<file path="src/rtl/mulu_m6q6_seq.sv">
// rtl/mulu_m6q6_seq.sv - multi-cycle unsigned 6x6 multiplier built on one shared 3x3 core
//
// mulu_m3q3: combinational unsigned 3x3 multiplier core.
//   a_i [2:0]  multiplicand chunk
//   b_i [2:0]  multiplier chunk
//   p_o [5:0]  product a_i*b_i
//
// mulu_m6q6_seq: four-step sequential 6x6 multiplier. Operands are accepted and
// the 12-bit product is returned through valid/ready handshakes.
//   clk        rising-edge clock
//   rst_n      asynchronous active-low reset
//   in_valid   operands x,y present
//   in_ready   block can accept operands this cycle
//   x, y       unsigned operands [WIDTH-1:0]
//   out_valid  p holds a completed product
//   out_ready  consumer takes p this cycle
//   p          unsigned product [2*WIDTH-1:0]
//   busy       high while the partial-product steps run

module mulu_m3q3 (
  input  logic [2:0] a_i,
  input  logic [2:0] b_i,
  output logic [5:0] p_o
);
  assign p_o = {3'b000, a_i} * {3'b000, b_i};
endmodule

module mulu_m6q6_seq #(
  parameter int CHUNK = 3,  // must match the 3x3 core
  parameter int WIDTH = 6   // must equal 2*CHUNK
) (
  input  logic                 clk,
  input  logic                 rst_n,
  input  logic                 in_valid,
  output logic                 in_ready,
  input  logic [WIDTH-1:0]     x,
  input  logic [WIDTH-1:0]     y,
  output logic                 out_valid,
  input  logic                 out_ready,
  output logic [2*WIDTH-1:0]   p,
  output logic                 busy
);
  typedef enum logic [1:0] {S_IDLE, S_MUL, S_DONE} state_t;

  state_t               state_q, state_d;
  logic [1:0]           step_q, step_d;
  logic [WIDTH-1:0]     x_q, x_d, y_q, y_d;
  logic [2*WIDTH-1:0]   acc_q, acc_d;

  logic [CHUNK-1:0]     cx, cy;
  logic [2*CHUNK-1:0]   core_p;
  logic [2*WIDTH-1:0]   core_ext, addend;
  logic                 accept;

  assign in_ready  = (state_q == S_IDLE) || ((state_q == S_DONE) && out_ready);
  assign accept    = in_valid && in_ready;
  assign out_valid = (state_q == S_DONE);
  assign busy      = (state_q == S_MUL);
  assign p         = acc_q;

  mulu_m3q3 u_core (
    .a_i (cx),
    .b_i (cy),
    .p_o (core_p)
  );

  // step[0] picks the x half and step[1] the y half, giving the order
  // xL*yL, xH*yL, xL*yH, xH*yH. Core inputs rest at 0 outside MUL.
  always_comb begin
    cx = '0;
    cy = '0;
    if (state_q == S_MUL) begin
      cx = step_q[0] ? x_q[WIDTH-1:CHUNK] : x_q[CHUNK-1:0];
      cy = step_q[1] ? y_q[WIDTH-1:CHUNK] : y_q[CHUNK-1:0];
    end
  end

  assign core_ext = {{(2*WIDTH-2*CHUNK){1'b0}}, core_p};

  always_comb begin
    addend = core_ext;
    case (step_q)
      2'd0:    addend = core_ext;
      2'd1,
      2'd2:    addend = core_ext << CHUNK;
      default: addend = core_ext << (2*CHUNK);
    endcase
  end

  always_comb begin
    state_d = state_q;
    step_d  = step_q;
    x_d     = x_q;
    y_d     = y_q;
    acc_d   = acc_q;
    case (state_q)
      S_IDLE: begin
        if (accept) begin
          x_d     = x;
          y_d     = y;
          step_d  = 2'd0;
          state_d = S_MUL;
        end
      end
      S_MUL: begin
        // Step 0 loads rather than adds, so the accumulator starts from zero
        // while p still holds the previous product until MUL begins.
        acc_d  = ((step_q == 2'd0) ? '0 : acc_q) + addend;
        step_d = step_q + 2'd1;
        if (step_q == 2'd3) begin
          state_d = S_DONE;
        end
      end
      S_DONE: begin
        if (out_ready) begin
          if (in_valid) begin
            x_d     = x;
            y_d     = y;
            step_d  = 2'd0;
            state_d = S_MUL;
          end else begin
            state_d = S_IDLE;
          end
        end
      end
      default: state_d = S_IDLE;
    endcase
  end

  always_ff @(posedge clk or negedge rst_n) begin
    if (!rst_n) begin
      state_q <= S_IDLE;
      step_q  <= 2'd0;
      x_q     <= '0;
      y_q     <= '0;
      acc_q   <= '0;
    end else begin
      state_q <= state_d;
      step_q  <= step_d;
      x_q     <= x_d;
      y_q     <= y_d;
      acc_q   <= acc_d;
    end
  end
endmodule

</file>
<file path="config.mk">
export PLATFORM = sky130hd
export DESIGN_NAME = mulu_m6q6_seq
export DESIGN_NICKNAME = d
export VERILOG_FILES = /design/src/rtl/mulu_m6q6_seq.sv
export SDC_FILE = /design/constraint.sdc
export NUM_CORES = 1
export LEC_CHECK = 0
export ABC_CLOCK_PERIOD_IN_PS = 5500
export BUFFER_PORTS_ARGS = -buffer_cell sky130_fd_sc_hd__buf_4
export CORE_MARGIN = 1.5
export CORE_UTILIZATION = 42
export CTS_CLUSTER_DIAMETER = 80
export DETAILED_ROUTE_END_ITERATION = 10
export GPL_ROUTABILITY_DRIVEN = 0
export MAX_ROUTING_LAYER = met4
export REMOVE_ABC_BUFFERS = 1
export SETUP_SLACK_MARGIN = 0.02
export SLEW_MARGIN = 0
export SYNTH_ARGS = -nofsm -noshare
export SYNTH_HDL_FRONTEND = slang
export SYNTH_HIERARCHICAL = 1
export SYNTH_SLANG_ARGS = --single-unit
</file>
<file path="constraint.sdc">
create_clock -name clk -period 5.5 [get_ports clk]
set_input_delay 0.55 -clock clk [delete_from_list [all_inputs] [get_ports clk]]
set_output_delay 0.55 -clock clk [all_outputs]
set_load 0.02 [all_outputs]
</file>
==> results.yml <==
worst_setup_path:
  start_kind: "register"
  arrival_ps: 4630
  cp-end-kind: "register"
  cp.buffers_inverters: 1
  cp_cell_sequence: "nand2b_1, nor2_1, and2_1, fa_1, ha_1, inv_1, fa_1, xnor2_1, nand2_1, o21ai_0, ha_1, and3_4, a221oi_4, o211ai_2, a311oi_2, mux2i_1, o211ai_1"
  crit_fanout: 13
  crit_family: "adder cells"
  crit_type: "reg -> reg"
  r2r-start: "state_q[0]$_DFFE_PN0P_"
  critPathLaunch: "state_q[0]$_DFFE_PN0P_"
  cp_slowest_cell: "fa_1"
  required_ps: 5660
  slowest_delay_ps: 540
synth:
  yosysSeqAreaShare: 0.337
  synth_edf_count: 0
  ys_types: 31
  synth_cells: 251
  synth.avg_cell_area_um2: 8.28
  synth_top_area_share: 0.337
  synth_flop_cell: "dfrtp_1"
  yosysTopAreaCell: "dfrtp_1"
  yosys_warnings: 6
  yosys-top-cells-area: "dfrtp_1 (34%), nand2_1 (12%), ha_1 (11%), nor2b_1 (5.1%), and2_1 (4.5%)"
  ys_ff_latch: 28
  async_flop_share: 1.00
  syn-cell-area_mm2: 0.00208
  yosysMostFrequentCell: "nand2_1"
  synth_common_cells: "nand2_1 (68), dfrtp_1 (28), ha_1 (18), nor2_1 (18), nor2b_1 (17)"
floorplan:
  die_area_mm2: 0.00538
  die_x_um: 73.4
  core_area_mm2: 0.00475
  fp-row-count: 25
  initial_core_util: 0.437
  ios: 31
  die_h_um: 73.4
drt:
  drcViolationCount: 0
  routed-wl-met2_um: 1790
  viasPerCell: 4.93
  ant_nets: 0
  drt_iter0_drc: 84
  num_vias: 1701
  drt-total-wl_um: 4090
  drt_pre_antenna_iters: 4
  avgRoutedWirePerCell_um: 11.9
  wl_met3_um: 74
  top_layer_used: "met4"
  wl_met1_um: 2200
final_layout:
  n_fill_cell: 494
  fin_util: 0.509
  antenna_cells: 0
  nets: 316
  area_delta_synth_final_pct: 16.4
  drive_gt1_frac: 0.147
timing:
  worst_slew_pin_slew_ps: 653
  drv_slew: 0
  clock_skew_ps: 1.45
  final-hold-violation-count: 0
  slew_headroom: 0.565
  fin_setup_tns_ps: 0
  fin_crit_sh: 0.813
  setup_viol: 0
  period_minus_slack_ps: 4470
  rsz0062_at_grt: "no"
  fmax_mhz: 224
clocking:
  ctsHtreeMaxLevel: 1
  numCtsBuffers: 3
  clockBufferDepth: 2
  cts_sinks: 28
  insertion_delay_ps: 270
  cts_tree: "yes"
  clkTransAtPathRegs_ps: 100
  postCtsSetupBuffers: 0
  ctsResizeCount: 0
  root_buffer: "clkbuf_8"
  hold_buffers: 0
placement:
  io_buffers: 30
  hpwlAfterDp_um: 3080
global_route:
  grt_usage: 0.176
  grt_pass1_vias: 1595
  grt_max_degree: 29
  antenna_found_initial: 0
  grt_pass1_wl_um: 7270
  grt_overflow_total: 0
run_status:
  status: "finished clean"
power:
  p_leak_uw: 0.00125
  power_uw: 1010
  ir_drop_mv: 0.259
  powerDensity_mw_per_mm2: 416
run:
  maxCapViolCount: 0
hold_path:
  min_path_type: "in -> async"
==> routing by layer <==
layer,track usage,vias up
met5,-,-
li1,-,894
met3,0.0247,2
met1,0.246,788
met4,0.0288,0
met2,0.277,17
==> worst paths after layout <==
path / endpoint / slack (ps) / cells after the start
setup reg to reg: p[11]$_DFFE_PN0P_ / 1030 / 17
max in group asynchronous: p[9]$_DFFE_PN0P_ / 5050 / 1
min in group clk: x_q[5]$_DFFE_PN0P_ / 460 / 3
setup / recovery: p[11]$_DFFE_PN0P_ / 1030 / 17
hold / removal: p[11]$_DFFE_PN0P_ / 170 / 1
hold reg to reg: y_q[5]$_DFFE_PN0P_ / 480 / 2
==> logic make-up after synthesis <==
| group | count (synthesis) | synth area share |
|---|---|---|
| AND/OR/NAND/NOR | 127 | 0.279 |
| AO/OA/AOI/OAI | 45 | 0.153 |
| flip-flops | 28 | 0.337 |
| adder cells (fa/ha/maj) | 21 | 0.137 |
| buffers and inverters | 15 | 0.0271 |
| XOR/XNOR | 8 | 0.0337 |
| multiplexers | 7 | 0.0337 |
==> cells in the final DEF, fill, tap and decap left out, types with 2 or more instances in the layout <==
master and n:
nor2b_1 17, dfrtp_1 28, nand3_1 3, nand2b_1 2, a21oi_1 6, a211oi_1 3
a21o_1 6, ha_1 18, buf_4 31, and2_1 15, fa_1 3, xnor2_1 4
nor3_1 2, xor2_1 4, inv_1 7, mux2i_1 7, nor2_1 18, nand2_1 68
o31ai_1 3, clkbuf_8 4, a22oi_1 3, o21ai_0 15, o21ai_1 2
==> sequential cells by signal (all words and copies together) (netlist names) <==
register and count:
step_q 2, state_q 2, y_q 6, p 12, x_q 6
==> per-stage QoR <==
stage               cells  hold WS (ps)  worst slack [ps]  cell area, µm²
global placement      341           460              1150            2370
finish                345           171              1030            2420
global route          345           196               672            2420
CTS                   345           188               997            2420
floorplan             243           254              1110            2050
detailed placement    341           465              1050            2370
==> power by group <==
part / total (µW) / internal, µW / switching (µW)
combinational: 537 / 206 / 331
sequential: 339 / 283 / 56.0
clock: 131 / 64.1 / 67.3
total: 1010 / 553 / 454
==> worst register-to-register path, stage by stage (launching register included) <==
cell      delay, ps
dfrtp_1         420
nand2b_1        370
nor2_1          140
and2_1          200
fa_1            540
ha_1            160
inv_1            50
fa_1            370
xnor2_1         230
nand2_1          70
o21ai_0         170
ha_1            310
and3_4          220
a221oi_4        330
o211ai_2        140
a311oi_2        310
mux2i_1         230
o211ai_1        100
==> final cells by class <==
| cell class | instances | area (µm²) | share of cell area |
|---|---|---|---|
| multi-input combinational | 208 | 1320 | 0.546 |
| clock buffer | 4 | 55.1 | 0.0227 |
| inverter | 7 | 26.3 | 0.0109 |
| tap | 67 | 83.8 | 0.0346 |
| sequential | 28 | 701 | 0.289 |
| timing repair buffer | 31 | 233 | 0.0961 |
Note: power is estimated with default switching activity, not from simulation.
